`src/rtl/id_ex_stage_if.sv`:
```
// Signal bundle between the ID stage, the forwarding sources and the ID/EX register.
// The slave modport is the stage itself; master is whatever drives ID/MEM/WB and consumes EX.
interface id_ex_stage_if #(
   parameter int DATA_W = 32,
   parameter int REG_AW = 5,
   parameter int OP_W   = 4
);
   logic              i_Stall;
   logic              i_Flush;
   logic              i_ID_Valid;
   logic [DATA_W-1:0] i_ID_RsData;
   logic [DATA_W-1:0] i_ID_RtData;
   logic [DATA_W-1:0] i_ID_Imm;
   logic [4:0]        i_ID_Shamt;
   logic [REG_AW-1:0] i_ID_Rs;
   logic [REG_AW-1:0] i_ID_Rt;
   logic [REG_AW-1:0] i_ID_Rd;
   logic [OP_W-1:0]   i_ID_ALUOp;
   logic              i_ID_ALUSrc1;
   logic              i_ID_ALUSrc2;
   logic              i_ID_RegWrite;
   logic              i_ID_MemRead;
   logic              i_ID_MemWrite;
   logic              i_ID_MemToReg;
   logic              i_MEM_RegWrite;
   logic [REG_AW-1:0] i_MEM_Rd;
   logic [DATA_W-1:0] i_MEM_Result;
   logic              i_WB_RegWrite;
   logic [REG_AW-1:0] i_WB_Rd;
   logic [DATA_W-1:0] i_WB_Data;

   logic [DATA_W-1:0] o_ALU_In1;
   logic [DATA_W-1:0] o_ALU_In2;
   logic [OP_W-1:0]   o_ALUOp;
   logic [DATA_W-1:0] o_StoreData;
   logic              o_Valid;
   logic [REG_AW-1:0] o_Rd;
   logic              o_RegWrite;
   logic              o_MemRead;
   logic              o_MemWrite;
   logic              o_MemToReg;
   logic              o_LoadUse;

   modport slave (
      input  i_Stall, i_Flush, i_ID_Valid, i_ID_RsData, i_ID_RtData, i_ID_Imm,
             i_ID_Shamt, i_ID_Rs, i_ID_Rt, i_ID_Rd, i_ID_ALUOp, i_ID_ALUSrc1,
             i_ID_ALUSrc2, i_ID_RegWrite, i_ID_MemRead, i_ID_MemWrite, i_ID_MemToReg,
             i_MEM_RegWrite, i_MEM_Rd, i_MEM_Result, i_WB_RegWrite, i_WB_Rd, i_WB_Data,
      output o_ALU_In1, o_ALU_In2, o_ALUOp, o_StoreData, o_Valid, o_Rd, o_RegWrite,
             o_MemRead, o_MemWrite, o_MemToReg, o_LoadUse
   );

   modport master (
      output i_Stall, i_Flush, i_ID_Valid, i_ID_RsData, i_ID_RtData, i_ID_Imm,
             i_ID_Shamt, i_ID_Rs, i_ID_Rt, i_ID_Rd, i_ID_ALUOp, i_ID_ALUSrc1,
             i_ID_ALUSrc2, i_ID_RegWrite, i_ID_MemRead, i_ID_MemWrite, i_ID_MemToReg,
             i_MEM_RegWrite, i_MEM_Rd, i_MEM_Result, i_WB_RegWrite, i_WB_Rd, i_WB_Data,
      input  o_ALU_In1, o_ALU_In2, o_ALUOp, o_StoreData, o_Valid, o_Rd, o_RegWrite,
             o_MemRead, o_MemWrite, o_MemToReg, o_LoadUse
   );
endinterface

```
`src/rtl/id_ex_stage.sv`:
```
// ID/EX pipeline register with MEM/WB operand forwarding, ALU source select,
// stall/flush handling and load-use hazard detection.
module id_ex_stage #(
   parameter int DATA_W = 32,
   parameter int REG_AW = 5,
   parameter int OP_W   = 4
) (
   input logic          i_Clk,
   input logic          i_Rst_n,
   id_ex_stage_if.slave bus
);

   logic              valid_q,    valid_d;
   logic [DATA_W-1:0] rs_data_q,  rs_data_d;
   logic [DATA_W-1:0] rt_data_q,  rt_data_d;
   logic [DATA_W-1:0] imm_q,      imm_d;
   logic [4:0]        shamt_q,    shamt_d;
   logic [REG_AW-1:0] rs_q,       rs_d;
   logic [REG_AW-1:0] rt_q,       rt_d;
   logic [REG_AW-1:0] rd_q,       rd_d;
   logic [OP_W-1:0]   aluop_q,    aluop_d;
   logic              alusrc1_q,  alusrc1_d;
   logic              alusrc2_q,  alusrc2_d;
   logic              regwrite_q, regwrite_d;
   logic              memread_q,  memread_d;
   logic              memwrite_q, memwrite_d;
   logic              memtoreg_q, memtoreg_d;

   logic [DATA_W-1:0] fwd_rs;
   logic [DATA_W-1:0] fwd_rt;

   // Register $0 never forwards; the younger MEM result beats WB.
   always_comb begin
      fwd_rs = rs_data_q;
      if (bus.i_MEM_RegWrite && (rs_q != '0) && (bus.i_MEM_Rd == rs_q))
         fwd_rs = bus.i_MEM_Result;
      else if (bus.i_WB_RegWrite && (rs_q != '0) && (bus.i_WB_Rd == rs_q))
         fwd_rs = bus.i_WB_Data;
   end

   always_comb begin
      fwd_rt = rt_data_q;
      if (bus.i_MEM_RegWrite && (rt_q != '0) && (bus.i_MEM_Rd == rt_q))
         fwd_rt = bus.i_MEM_Result;
      else if (bus.i_WB_RegWrite && (rt_q != '0) && (bus.i_WB_Rd == rt_q))
         fwd_rt = bus.i_WB_Data;
   end

   always_comb begin
      valid_d    = valid_q;
      rs_data_d  = rs_data_q;
      rt_data_d  = rt_data_q;
      imm_d      = imm_q;
      shamt_d    = shamt_q;
      rs_d       = rs_q;
      rt_d       = rt_q;
      rd_d       = rd_q;
      aluop_d    = aluop_q;
      alusrc1_d  = alusrc1_q;
      alusrc2_d  = alusrc2_q;
      regwrite_d = regwrite_q;
      memread_d  = memread_q;
      memwrite_d = memwrite_q;
      memtoreg_d = memtoreg_q;

      if (bus.i_Flush) begin
         valid_d    = 1'b0;
         regwrite_d = 1'b0;
         memread_d  = 1'b0;
         memwrite_d = 1'b0;
         memtoreg_d = 1'b0;
      end else if (bus.i_Stall) begin
         // Capture forwarded operands so they outlive the producer leaving MEM/WB.
         rs_data_d = fwd_rs;
         rt_data_d = fwd_rt;
      end else begin
         valid_d    = bus.i_ID_Valid;
         rs_data_d  = bus.i_ID_RsData;
         rt_data_d  = bus.i_ID_RtData;
         imm_d      = bus.i_ID_Imm;
         shamt_d    = bus.i_ID_Shamt;
         rs_d       = bus.i_ID_Rs;
         rt_d       = bus.i_ID_Rt;
         rd_d       = bus.i_ID_Rd;
         aluop_d    = bus.i_ID_ALUOp;
         alusrc1_d  = bus.i_ID_ALUSrc1;
         alusrc2_d  = bus.i_ID_ALUSrc2;
         // Side-effect bits are masked for bubbles so an invalid slot can never write.
         regwrite_d = bus.i_ID_RegWrite & bus.i_ID_Valid;
         memread_d  = bus.i_ID_MemRead  & bus.i_ID_Valid;
         memwrite_d = bus.i_ID_MemWrite & bus.i_ID_Valid;
         memtoreg_d = bus.i_ID_MemToReg & bus.i_ID_Valid;
      end
   end

   always_ff @(posedge i_Clk or negedge i_Rst_n) begin
      if (!i_Rst_n) begin
         valid_q    <= 1'b0;
         rs_data_q  <= '0;
         rt_data_q  <= '0;
         imm_q      <= '0;
         shamt_q    <= '0;
         rs_q       <= '0;
         rt_q       <= '0;
         rd_q       <= '0;
         aluop_q    <= '0;
         alusrc1_q  <= 1'b0;
         alusrc2_q  <= 1'b0;
         regwrite_q <= 1'b0;
         memread_q  <= 1'b0;
         memwrite_q <= 1'b0;
         memtoreg_q <= 1'b0;
      end else begin
         valid_q    <= valid_d;
         rs_data_q  <= rs_data_d;
         rt_data_q  <= rt_data_d;
         imm_q      <= imm_d;
         shamt_q    <= shamt_d;
         rs_q       <= rs_d;
         rt_q       <= rt_d;
         rd_q       <= rd_d;
         aluop_q    <= aluop_d;
         alusrc1_q  <= alusrc1_d;
         alusrc2_q  <= alusrc2_d;
         regwrite_q <= regwrite_d;
         memread_q  <= memread_d;
         memwrite_q <= memwrite_d;
         memtoreg_q <= memtoreg_d;
      end
   end

   assign bus.o_ALU_In1   = alusrc1_q ? {{(DATA_W-5){1'b0}}, shamt_q} : fwd_rs;
   assign bus.o_ALU_In2   = alusrc2_q ? imm_q : fwd_rt;
   assign bus.o_StoreData = fwd_rt;
   assign bus.o_ALUOp     = aluop_q;
   assign bus.o_Valid     = valid_q;
   assign bus.o_Rd        = rd_q;
   assign bus.o_RegWrite  = regwrite_q;
   assign bus.o_MemRead   = memread_q;
   assign bus.o_MemWrite  = memwrite_q;
   assign bus.o_MemToReg  = memtoreg_q;

   assign bus.o_LoadUse = valid_q & memread_q & bus.i_ID_Valid & (rd_q != '0) &
                          ((rd_q == bus.i_ID_Rs) | (rd_q == bus.i_ID_Rt));

endmodule

```
`src/flat_wrapper.sv`:
```
// flat-port wrapper written by rule: the top's interface ports become plain ports
module id_ex_stage_flat 
#(
   parameter int DATA_W = 32,
   parameter int REG_AW = 5,
   parameter int OP_W   = 4
)
  (i_Clk, i_Rst_n, bus_i_Stall, bus_i_Flush, bus_i_ID_Valid, bus_i_ID_RsData, bus_i_ID_RtData, bus_i_ID_Imm, bus_i_ID_Shamt, bus_i_ID_Rs, bus_i_ID_Rt, bus_i_ID_Rd, bus_i_ID_ALUOp, bus_i_ID_ALUSrc1, bus_i_ID_ALUSrc2, bus_i_ID_RegWrite, bus_i_ID_MemRead, bus_i_ID_MemWrite, bus_i_ID_MemToReg, bus_i_MEM_RegWrite, bus_i_MEM_Rd, bus_i_MEM_Result, bus_i_WB_RegWrite, bus_i_WB_Rd, bus_i_WB_Data, bus_o_ALU_In1, bus_o_ALU_In2, bus_o_ALUOp, bus_o_StoreData, bus_o_Valid, bus_o_Rd, bus_o_RegWrite, bus_o_MemRead, bus_o_MemWrite, bus_o_MemToReg, bus_o_LoadUse);
  id_ex_stage_if #(.DATA_W(DATA_W), .REG_AW(REG_AW), .OP_W(OP_W)) bus_i ();
  input logic i_Clk;
  input logic i_Rst_n;
  input wire logic [$bits(bus_i.i_Stall)-1:0] bus_i_Stall;
  input wire logic [$bits(bus_i.i_Flush)-1:0] bus_i_Flush;
  input wire logic [$bits(bus_i.i_ID_Valid)-1:0] bus_i_ID_Valid;
  input wire logic [$bits(bus_i.i_ID_RsData)-1:0] bus_i_ID_RsData;
  input wire logic [$bits(bus_i.i_ID_RtData)-1:0] bus_i_ID_RtData;
  input wire logic [$bits(bus_i.i_ID_Imm)-1:0] bus_i_ID_Imm;
  input wire logic [$bits(bus_i.i_ID_Shamt)-1:0] bus_i_ID_Shamt;
  input wire logic [$bits(bus_i.i_ID_Rs)-1:0] bus_i_ID_Rs;
  input wire logic [$bits(bus_i.i_ID_Rt)-1:0] bus_i_ID_Rt;
  input wire logic [$bits(bus_i.i_ID_Rd)-1:0] bus_i_ID_Rd;
  input wire logic [$bits(bus_i.i_ID_ALUOp)-1:0] bus_i_ID_ALUOp;
  input wire logic [$bits(bus_i.i_ID_ALUSrc1)-1:0] bus_i_ID_ALUSrc1;
  input wire logic [$bits(bus_i.i_ID_ALUSrc2)-1:0] bus_i_ID_ALUSrc2;
  input wire logic [$bits(bus_i.i_ID_RegWrite)-1:0] bus_i_ID_RegWrite;
  input wire logic [$bits(bus_i.i_ID_MemRead)-1:0] bus_i_ID_MemRead;
  input wire logic [$bits(bus_i.i_ID_MemWrite)-1:0] bus_i_ID_MemWrite;
  input wire logic [$bits(bus_i.i_ID_MemToReg)-1:0] bus_i_ID_MemToReg;
  input wire logic [$bits(bus_i.i_MEM_RegWrite)-1:0] bus_i_MEM_RegWrite;
  input wire logic [$bits(bus_i.i_MEM_Rd)-1:0] bus_i_MEM_Rd;
  input wire logic [$bits(bus_i.i_MEM_Result)-1:0] bus_i_MEM_Result;
  input wire logic [$bits(bus_i.i_WB_RegWrite)-1:0] bus_i_WB_RegWrite;
  input wire logic [$bits(bus_i.i_WB_Rd)-1:0] bus_i_WB_Rd;
  input wire logic [$bits(bus_i.i_WB_Data)-1:0] bus_i_WB_Data;
  output wire logic [$bits(bus_i.o_ALU_In1)-1:0] bus_o_ALU_In1;
  output wire logic [$bits(bus_i.o_ALU_In2)-1:0] bus_o_ALU_In2;
  output wire logic [$bits(bus_i.o_ALUOp)-1:0] bus_o_ALUOp;
  output wire logic [$bits(bus_i.o_StoreData)-1:0] bus_o_StoreData;
  output wire logic [$bits(bus_i.o_Valid)-1:0] bus_o_Valid;
  output wire logic [$bits(bus_i.o_Rd)-1:0] bus_o_Rd;
  output wire logic [$bits(bus_i.o_RegWrite)-1:0] bus_o_RegWrite;
  output wire logic [$bits(bus_i.o_MemRead)-1:0] bus_o_MemRead;
  output wire logic [$bits(bus_i.o_MemWrite)-1:0] bus_o_MemWrite;
  output wire logic [$bits(bus_i.o_MemToReg)-1:0] bus_o_MemToReg;
  output wire logic [$bits(bus_i.o_LoadUse)-1:0] bus_o_LoadUse;
  assign bus_i.i_Stall = bus_i_Stall;
  assign bus_i.i_Flush = bus_i_Flush;
  assign bus_i.i_ID_Valid = bus_i_ID_Valid;
  assign bus_i.i_ID_RsData = bus_i_ID_RsData;
  assign bus_i.i_ID_RtData = bus_i_ID_RtData;
  assign bus_i.i_ID_Imm = bus_i_ID_Imm;
  assign bus_i.i_ID_Shamt = bus_i_ID_Shamt;
  assign bus_i.i_ID_Rs = bus_i_ID_Rs;
  assign bus_i.i_ID_Rt = bus_i_ID_Rt;
  assign bus_i.i_ID_Rd = bus_i_ID_Rd;
  assign bus_i.i_ID_ALUOp = bus_i_ID_ALUOp;
  assign bus_i.i_ID_ALUSrc1 = bus_i_ID_ALUSrc1;
  assign bus_i.i_ID_ALUSrc2 = bus_i_ID_ALUSrc2;
  assign bus_i.i_ID_RegWrite = bus_i_ID_RegWrite;
  assign bus_i.i_ID_MemRead = bus_i_ID_MemRead;
  assign bus_i.i_ID_MemWrite = bus_i_ID_MemWrite;
  assign bus_i.i_ID_MemToReg = bus_i_ID_MemToReg;
  assign bus_i.i_MEM_RegWrite = bus_i_MEM_RegWrite;
  assign bus_i.i_MEM_Rd = bus_i_MEM_Rd;
  assign bus_i.i_MEM_Result = bus_i_MEM_Result;
  assign bus_i.i_WB_RegWrite = bus_i_WB_RegWrite;
  assign bus_i.i_WB_Rd = bus_i_WB_Rd;
  assign bus_i.i_WB_Data = bus_i_WB_Data;
  assign bus_o_ALU_In1 = bus_i.o_ALU_In1;
  assign bus_o_ALU_In2 = bus_i.o_ALU_In2;
  assign bus_o_ALUOp = bus_i.o_ALUOp;
  assign bus_o_StoreData = bus_i.o_StoreData;
  assign bus_o_Valid = bus_i.o_Valid;
  assign bus_o_Rd = bus_i.o_Rd;
  assign bus_o_RegWrite = bus_i.o_RegWrite;
  assign bus_o_MemRead = bus_i.o_MemRead;
  assign bus_o_MemWrite = bus_i.o_MemWrite;
  assign bus_o_MemToReg = bus_i.o_MemToReg;
  assign bus_o_LoadUse = bus_i.o_LoadUse;
  id_ex_stage #(.DATA_W(DATA_W), .REG_AW(REG_AW), .OP_W(OP_W)) u_core (.i_Clk(i_Clk), .i_Rst_n(i_Rst_n), .bus(bus_i));
endmodule
```
`config.mk`:
```
export PLATFORM = sky130hd
export DESIGN_NAME = id_ex_stage_flat
export DESIGN_NICKNAME = d
export VERILOG_FILES = /design/src/rtl/id_ex_stage_if.sv /design/src/rtl/id_ex_stage.sv /design/src/flat_wrapper.sv
export SDC_FILE = /design/constraint.sdc
export NUM_CORES = 1
export LEC_CHECK = 0
export ABC_AREA = 1
export CAP_MARGIN = 20
export CORE_MARGIN = 2
export CORE_UTILIZATION = 48
export DETAILED_ROUTE_END_ITERATION = 8
export PLACE_DENSITY = 0.95
export SYNTH_ARGS = -nofsm -noshare
export SYNTH_HDL_FRONTEND = slang
export SYNTH_SLANG_ARGS = --single-unit
```
`constraint.sdc`:
```
create_clock -name i_Clk -period 3.5 [get_ports i_Clk]
set_clock_uncertainty 0.1 [all_clocks]
set_input_delay 0.525 -clock i_Clk [delete_from_list [all_inputs] [get_ports i_Clk]]
set_output_delay 0.525 -clock i_Clk [all_outputs]
set_load 0.02 [all_outputs]
```
==> results of run 1 <==
## layout by cell type (no fill, tap or decap), types with 8 or more instances in the layout
master / Yosys / routed
a22oi_1: 64 / 64
and2_1: 32 / 32
buf_12: 0 / 15
buf_4: 9 / 14
clkbuf_16: 0 / 17
clkdlybuf4s50_1: 0 / 272
dfrtp_1: 127 / 127
dlymetal6s2s_1: 0 / 43
inv_1: 45 / 45
inv_2: 14 / 14
mux2_2: 44 / 44
nand2_1: 320 / 320
nand3_1: 269 / 269
nor2_1: 33 / 31
nor2_4: 4 / 8
o21ai_0: 14 / 14
xnor2_1: 8 / 8
## how the worst min path moves through the flow
| stage | end | depth (start not counted) |
|---|---|---|
| 2_1_floorplan | u_core.alusrc1_q | 0 |
| 3_3_place_gp | u_core.bus.o_MemWrite | 1 |
| 3_5_place_dp | u_core.bus.o_MemToReg | 1 |
| 4_1_cts | u_core.bus.o_MemRead | 1 |
| 5_1_grt | u_core.rt_q[4] | 1 |
| 6_report | u_core.bus.o_MemWrite | 1 |
## cell type report
cell class	count	area [um2]	area share
multi-input combinational	816	4264	0.3485
timing repair buffer	349	3716	0.3037
sequential	127	3178	0.2597
clock buffer	21	460.4	0.03763
tap	220	275.3	0.02250
inverter	60	225.2	0.01841
clock inverter	10	113.9	0.009306
antenna	1	2.502	0.0002045
## power by group
group | internal (uW) | switching [uW] | leakage, uW | total (uW)
Combinational | 968 | 1130 | 0.00426 | 2100
Clock | 1080 | 674 | 0.000283 | 1750
Sequential | 1680 | 137 | 0.00156 | 1810
## cells in the mapped netlist (2+ instances only)
| cell | number |
|---|---|
| clkbuf_1 | 27 |
| nand3_1 | 269 |
| buf_1 | 6 |
| nor2_4 | 4 |
| buf_6 | 9 |
| dfrtp_1 | 127 |
| a22oi_1 | 64 |
| nor2_1 | 33 |
| nor2_2 | 4 |
| xnor2_1 | 8 |
| buf_4 | 9 |
| nand2_1 | 320 |
| nand2_4 | 2 |
| a32o_1 | 4 |
| nand4_1 | 5 |
| and2_1 | 32 |
| xor2_1 | 4 |
| nand2_2 | 2 |
| o21ai_0 | 14 |
| inv_2 | 14 |
| inv_1 | 45 |
| mux2_2 | 44 |
| a21oi_1 | 3 |
| buf_2 | 22 |
## registers in the layout (all words and copies together), names as in the netlist
| name | count |
|---|---|
| u_core.rt_q | 5 |
| u_core.rt_data_q | 32 |
| u_core.shamt_q | 5 |
| u_core.bus.o_MemToReg | 1 |
| u_core.rs_q | 5 |
| u_core.bus.o_RegWrite | 1 |
| u_core.bus.o_ALUOp | 4 |
| u_core.bus.o_MemRead | 1 |
| u_core.alusrc1_q | 1 |
| u_core.bus.o_Rd | 5 |
| u_core.rs_data_q | 32 |
| u_core.bus.o_Valid | 1 |
| u_core.alusrc2_q | 1 |
| u_core.imm_q | 32 |
| u_core.bus.o_MemWrite | 1 |
## worst register-to-register path, stage by stage (launching register included)
cell	delay, ps
dfrtp_1	400
inv_2	80
nand2_1	60
nand2_1	60
inv_2	40
nand2_1	70
nor2_4	120
buf_12	170
nand2_4	80
buf_12	160
nand2_1	100
nand3_1	110
nand3_1	110
nand2_1	60
## cell families (layout without fill, tap and decap cells)
logic type,Yosys count,in the layout,synth area share
AND/OR/NAND/NOR,673,673,0.3753
buffers and inverters,133,440,0.07807
flip-flops,127,127,0.3950
AO/OA/AOI/OAI,87,87,0.07698
multiplexers,44,44,0.06159
XOR/XNOR,12,12,0.01306
other,0,1,0
## what timing repair did
item,4_1_cts,5_1_grt
resized for setup,0,46
buffers inserted,0,0
hold endpoints to repair,0,0
setup endpoints to repair,0,53
## metal layers
layer  part of all wire  vias up
li1                   -     4220
met1               0.37     4398
met2               0.50      637
met3              0.089      115
met4              0.040        0
met5                  0        -
## metrics by stage
| stage | power (uW) | hold WS, ps | worst slack (ps) |
|---|---|---|---|
| finish | 5663 | 39.52 | 47.80 |
| global placement | 3858 | 373.4 | 76.64 |
| CTS | 5677 | 68.23 | 38.69 |
| global route | 5906 | 104.4 | -25.26 |
| floorplan | 2898 | 129.4 | 1288 |
| detailed placement | 3914 | 385.7 | 85.00 |
==> results.ini, run 1 <==
[status]
status=finished, final reports clean

[detailed_routing]
routed_wl_mm=30.74
dr.pass1.iters=6
via_per_inst=5.842
drc=0
drt_iter0_drc=1023
routedWlPerCell_um=19.17
ant_nets=0
dr_total_vias=9370

[layout]
syn_to_final_growth_pct=52.08
drive_above_1_share=0.09761
design_area_um2=12240
fin_nets=1578
final_cells=1604
nFillCells=1170
final_util=0.7431

[clocking]
tritoncts=built
clock_latency_ps=420
cts_buffer_depth=2
clk_pin_slew_ps=60
hold_buffers=0
ctsRootBufferMaster=clkbuf_16
cts_sinks=127
h-tree-depth=4
cts_made_buffers=17

[yosys]
netlist_instances=1076
synth_edf_count=0
syn_area_per_cell_um2=7.477
synthTopCellsByArea=dfrtp_1 40%, nand3_1 17%, nand2_1 15%
synth_largest_area_cell=dfrtp_1
synth-seq-cells=127
async_reset_ff_frac=1.000
yosys_warnings=0
synth_cell_types=29
netlist.area_leader.share=0.3950
yosys_most_used_dff=dfrtp_1
synth_fp_nets=1283
synth_area_um2=8045
ys_seq_area_frac=0.3950

[placed_design]
dp_cells=1572
dp_hpwl_mm=21.69
portBuffers=317
placed_cell_area_um2=11540
place_congestion=0.9075

[global_routing]
grt_use_met3=0.07002
track_usage=0.3415
grt_pass1_vias=9456
busiest_layer=met2
grt_max_degree=78
antenna_found_initial=1
grt_use_met1=0.3984
grt_overflow_total=0
use_met2=0.5945
grt_pass1_wl_mm=48.01

[setup_path]
startpoint_type=input pin
cp.arrival_ps=2830
critPathCaptureType=output pin
worst-path-buf-inv=5
crit_fanout=20
crit_path_max_incr_delay_ps=630
startpoint=bus_i_WB_Rd[2]
cp_common_cell=nand2_1
required_ps=2870
rr_startpoint=u_core.rt_q[3]
reg2reg_slack_ps=1650
cp_slowest_cell=clkdlybuf4s50_1
crit_end=bus_o_ALU_In2[26]
crit_cells=14
crit_type=input pin to output pin
cp_top_family=buffers and inverters
crit_chain=clkdlybuf4s50_1 -> inv_1 -> nand2_1 -> nand2_1 -> nand2_1 -> nor2_4 -> buf_12 -> nand2_4 -> buf_12 -> nand2_1 -> nand3_1 -> nand3_1 -> nand2_1 -> clkdlybuf4s50_1
rr_worst_depth=13
reg2reg_to=u_core.rt_data_q[25]

[flow_run]
maxCapViolations=0

[floorplan]
die_height_um=133.5
start_util=0.4886
core_um2=16470
io_pins=318
rows=47
die_x_um=133.5
die_area_um2=17810

[timing]
slew_viol_final=0
tns_ps=0
finalSetupViolCount=0
worst_pin_slew_ps=759.1
slew_headroom=0.4940
final_hold_viol_count=0
period_share=0.9863
fmax_mhz=289.7
finalCriticalPeriod_ps=3452

[min_path]
hp-class=input pin to async pin

[power]
powerDensity_nw_per_um2=462.8
p_leak_uw=0.006103
ir_drop_uv=329.6

Power figures use the tool's default switching activity.
==> run 2, diff against run 1 <==
CORE_UTILIZATION = 45   (was 48)
PLACE_DENSITY = 0.94   (was 0.95)
clock period = 3.2 ns   (was 3.5 ns; I/O delays follow)
==> results.ini, run 2 (synthesized netlist as in run 1, its figures left out) <==
[detailed_routing]
drt_iter0_drc=883  ; -14%
drc=0  ; unchanged
via_per_inst=5.754  ; -1.5%
dr.pass1.iters=9  ; +3
routedWlPerCell_um=19.52  ; +1.9%
routed_wl_mm=31.72  ; +3.2%
dr_total_vias=9351  ; -0.20%
ant_nets=0  ; unchanged

[setup_path]
required_ps=2620  ; -250 ps
rr_startpoint=u_core.rt_q[4]
reg2reg_slack_ps=1290  ; -360 ps
crit_type=input pin to output pin
reg2reg_to=u_core.rt_data_q[25]
crit_fanout=13  ; -35%
critPathCaptureType=output pin
rr_worst_depth=11  ; -2
startpoint_type=input pin
cp.arrival_ps=2570  ; -260 ps

[timing]
finalSetupViolCount=0  ; unchanged
slew_headroom=0.5073  ; +0.01336
finalCriticalPeriod_ps=3147
fmax_mhz=317.8
final_hold_viol_count=0  ; unchanged
period_share=0.9833
worst_pin_slew_ps=739.0  ; -20.03 ps
hold_ws_ps=399.7  ; +360.2 ps
slew_viol_final=0  ; unchanged
rsz0062_at_grt=false

[clocking]
tritoncts=built
cts_sinks=127  ; unchanged
clock_latency_ps=410  ; about the same
clk_pin_slew_ps=60  ; about the same
cts_made_buffers=17  ; unchanged
h-tree-depth=4  ; unchanged
cts_buffer_depth=2  ; unchanged
ctsRootBufferMaster=clkbuf_16

[floorplan]
die_x_um=137.7  ; +3.2%
die_height_um=137.7  ; +3.2%
io_pins=318  ; unchanged
core_um2=17420  ; +5.8%
start_util=0.4619  ; -0.02668
die_area_um2=18960  ; +6.5%
rows=48  ; +2.1%

[min_path]
min_from=u_core.bus.o_MemWrite
hold-path-cell-count=1
min_to=u_core.bus.o_MemWrite
hp-class=flip-flop to flip-flop

[layout]
final_util=0.7001  ; -0.04301
syn_to_final_growth_pct=51.55
drive_above_1_share=0.1107  ; +0.01310
final_cell_mix=320 x nand2_1, 268 x nand3_1, 219 x clkdlybuf4s50_1
largestRegisters=u_core.imm_q (32), u_core.rs_data_q (32), u_core.rt_data_q (32)
final_common_cell=nand2_1
design_area_um2=12190  ; -0.35%
fin_nets=1594  ; +1.0%
nFillCells=1392  ; +19%
diodes=0  ; -1

[flow_run]
maxCapViolations=0  ; unchanged

[global_routing]
grt_pass1_vias=9177  ; -3.0%
antenna_found_initial=0  ; -1
track_usage=0.3306  ; -0.01096
grt_pass1_wl_mm=47.95  ; -0.13%
grt_max_degree=75  ; -3.8%
grt_overflow_total=0  ; unchanged

[placed_design]
portBuffers=317  ; unchanged
dp_hpwl_mm=22.48  ; +3.6%
placed_cell_area_um2=11640  ; +0.88%
place_congestion=0.9485  ; +4.5%

[power]
ir_drop_uv=354.4  ; +7.5%
p_int_uw=4010  ; +7.7%
netSwitchingPower_uw=2205  ; +14%
comb_power_share=0.351  ; -0.019
p_sw_frac=0.3548  ; +0.01239
powerDensity_nw_per_um2=509.7  ; +10%
p_leak_uw=0.005925  ; -2.9%
pwr-share-clk=0.330  ; +0.020
power.total_uw=6215  ; +9.7%
seq_power_share=0.319  ; about the same

[status]
status=finished, final reports clean

[run 2: area by class of cell]
cell class,count,area [um2],share of cell area
Clock inverter,15,181.4,0.01488
Clock buffer,17,425.4,0.03489
Multi-Input combinational cell,816,4269,0.3501
Sequential cell,127,3178,0.2606
Tap cell,225,281.5,0.02309
Timing Repair Buffer,365,3632,0.2979
Inverter,60,225.2,0.01847
[run 2: power groups by stage]
stage	combinational, uW	clock [uW]	sequential, uW
after global placement	2270	0	1980
after global routing	2360	2150	2000
final	2180	2050	1980
after floorplan	1190	0	1980
after CTS	2160	2070	1970
after detailed placement	2310	0	2000
[run 2: worst max-delay path by stage]
| stage | start | endpoint | slack [ps] |
|---|---|---|---|
| floorplan | bus_i_WB_Rd[1] | bus_o_ALU_In1[10] | 1080 |
| global placement | bus_i_WB_Rd[3] | bus_o_ALU_In1[22] | -120 |
| detailed placement | bus_i_WB_Rd[4] | bus_o_ALU_In1[28] | -140 |
| CTS | bus_i_MEM_Rd[3] | bus_o_StoreData[31] | 120 |
| global route | bus_i_WB_Rd[1] | bus_o_StoreData[16] | 3 |
| finish | bus_i_WB_Rd[3] | bus_o_StoreData[23] | 50 |
[run 2: per-layer routing]
layer	wire length, um	vias up	GRT usage
li1	-	4250	-
met1	11540	4312	0.3888
met2	15500	673	0.5622
met3	3357	116	0.07947
met4	1323	0	0.1684
met5	0	-	0
[run 2: metrics by stage]
stage                     setup WS (ps)  instances  setup TNS, ps
final                             53.48       1625              0
after global routing              3.252       1625              0
after floorplan                    1078       1076              0
after CTS                         118.4       1623              0
after global placement           -115.3       1588          -5219
after detailed placement         -143.2       1588          -7079
[run 2: repair_timing]
action,in CTS,in global routing
resized for setup,98,6
hold buffers,1,0
setup buffers,2,2
endpoints found under the setup margin,96,3
endpoints found under the hold margin,61,0
pin swaps,1,2
[run 2: worst max-delay path, cell delays in order]
cell             delay, ps
clkdlybuf4s50_1        520
inv_1                   70
a21oi_1                120
nand2_1                100
nor2_4                 200
buf_4                  150
buf_12                 130
nand3_1                 80
nand3_1                130
and2_1                 250
clkdlybuf4s15_1        330
==> run 3, diff against run 2 <==
CORE_UTILIZATION = 41   (was 45)
PLACE_DENSITY = 0.88   (was 0.94)
==> results.ini, run 3 (synthesized netlist as in run 1, its figures left out) <==
[global_routing]
antenna_found_initial=2  ; +2
grt_max_degree=76  ; +1.3%
grt_pass1_wl_mm=49.58  ; +3.4%
track_usage=0.3188  ; -0.01177
grt_pass1_vias=8581  ; -6.5%
grt_overflow_total=0  ; unchanged

[setup_path]
required_ps=2620  ; about the same
reg2reg_slack_ps=1190  ; -100 ps
startpoint_type=input pin
crit_type=input pin to output pin
rr_worst_depth=12  ; +1
critPathCaptureType=output pin
rr_startpoint=u_core.rs_q[3]
cp.arrival_ps=2560  ; about the same
reg2reg_to=u_core.rs_data_q[31]
crit_fanout=19  ; +6
startpoint=bus_i_WB_Rd[3]

[floorplan]
die_height_um=144.1  ; +4.6%
die_x_um=144.1  ; +4.6%
die_area_um2=20760  ; +9.5%
start_util=0.4161  ; -0.04582
core_um2=19330  ; +11%
rows=51  ; +6.3%
io_pins=318  ; unchanged

[clocking]
cts_buffer_depth=2  ; unchanged
cts_setup_buffers=0  ; -2
ctsRootBufferMaster=clkbuf_16
clock_latency_ps=420  ; about the same
cts_made_buffers=17  ; unchanged
cts_sinks=127  ; unchanged
h-tree-depth=4  ; unchanged
clk_pin_slew_ps=70  ; about the same
tritoncts=built

[layout]
nFillCells=1705  ; +22%
final_util=0.6408  ; -0.05923
drive_above_1_share=0.1231  ; +0.01234
largestRegisters=u_core.imm_q (32), u_core.rs_data_q (32), u_core.rt_data_q (32)
final_cell_mix=320 x nand2_1, 268 x nand3_1, 219 x clkdlybuf4s50_1
fin_nets=1609  ; +0.94%
final_common_cell=nand2_1
design_area_um2=12390  ; +1.6%
syn_to_final_growth_pct=54.01

[timing]
slew_viol_final=0  ; unchanged
final_hold_viol_count=0  ; unchanged
fin_ws_ps=59.17  ; +5.688 ps
finalCriticalPeriod_ps=3141  ; -5.688 ps
worst_pin_slew_ps=730.6  ; -8.441 ps
period_share=0.9815  ; -0.001778
fmax_mhz=318.4  ; +0.18%
finalSetupViolCount=0  ; unchanged
tns_ps=0  ; unchanged
slew_headroom=0.5129  ; +0.005628

[placed_design]
placed_cell_area_um2=11840  ; +1.7%
dp_hpwl_mm=25.78  ; +15%
place_congestion=1.028  ; +8.4%
portBuffers=317  ; unchanged
dpl_worst_slack_ps=-119.2  ; +24.07 ps

[detailed_routing]
dr_total_vias=9248  ; -1.1%
routed_wl_mm=33.89  ; +6.8%
drt_iter0_drc=1011  ; +14%
routedWlPerCell_um=20.15  ; +3.2%
via_per_inst=5.498  ; -4.5%
drc=0  ; unchanged
dr.pass1.iters=8  ; -1
ant_nets=0  ; unchanged

[min_path]
hp-class=flip-flop to flip-flop
min_from=u_core.bus.o_RegWrite
min_to=u_core.bus.o_RegWrite
hold-path-cell-count=1  ; unchanged

[power]
powerDensity_nw_per_um2=513.6  ; +0.77%
p_leak_uw=0.006001  ; +1.3%
power.total_uw=6364  ; +2.4%
ir_drop_uv=425.0  ; +20%

[status]
status=finished, final reports clean

[flow_run]
maxCapViolations=0  ; unchanged

run 3: how the worst max path moves through the flow:
stage | end | slack, ps | cells after the start
floorplan | bus_o_ALU_In1[10] | 1080 | 9
global placement | bus_o_ALU_In2[0] | -100 | 10
detailed placement | bus_o_ALU_In2[2] | -120 | 11
CTS | bus_o_StoreData[20] | 10 | 11
global route | bus_o_ALU_In2[30] | -0.09 | 12
finish | bus_o_ALU_In1[0] | 60 | 12
run 3: final cells by class:
class | instances | area, um2 | share of cell area
multi-input cells | 816 | 4264 | 0.3441
clock buffers | 18 | 439.2 | 0.03544
clock inverters | 13 | 200.2 | 0.01616
flip-flops and latches | 127 | 3178 | 0.2565
inverters | 60 | 225.2 | 0.01818
diodes | 3 | 7.507 | 0.0006059
well taps | 265 | 331.6 | 0.02676
repair buffers | 380 | 3745 | 0.3022
run 3: metrics by stage:
| stage | cells | hold slack [ps] |
|---|---|---|
| 3_5_place_dp | 1647 | 380.0 |
| 6_report | 1682 | 391.2 |
| 4_1_cts | 1679 | 395.1 |
| 2_1_floorplan | 1076 | 84.41 |
| 3_3_place_gp | 1647 | 373.3 |
| 5_1_grt | 1682 | 401.3 |
run 3: what timing repair did:
item | 4_1_cts | 5_1_grt
pin swaps | 0 | 1
hold buffers | 1 | 0
endpoints found under the hold margin | 1 | 0
gates resized for setup | 93 | 18
endpoints found under the setup margin | 93 | 7
run 3: power breakdown:
group	leakage, uW	switching, uW	internal [uW]	total, uW
logic	0.00413	1250	960	2220
registers	0.00156	148	1830	1980
clock network	0.000311	825	1340	2170
total	0.00600	2230	4140	6360
run 3: layer usage:
metal,global-route usage,vias up,routed length [um]
li1,-,4268,-
met1,0.4493,4364,13910
met2,0.4767,540,15450
met3,0.07517,76,3330
met4,0.1176,0,1200
met5,0,-,0
run 3: worst max-delay path, cell delays in order:
cell and delay [ps]:
clkdlybuf4s50_1 450, a21oi_1 240, nand2_1 120, nor2_4 120
buf_12 160, nand2_4 110, buf_12 180, nand2_1 60
nand3_1 90, nand3_1 140, nand2_1 70, dlygate4sd2_1 320
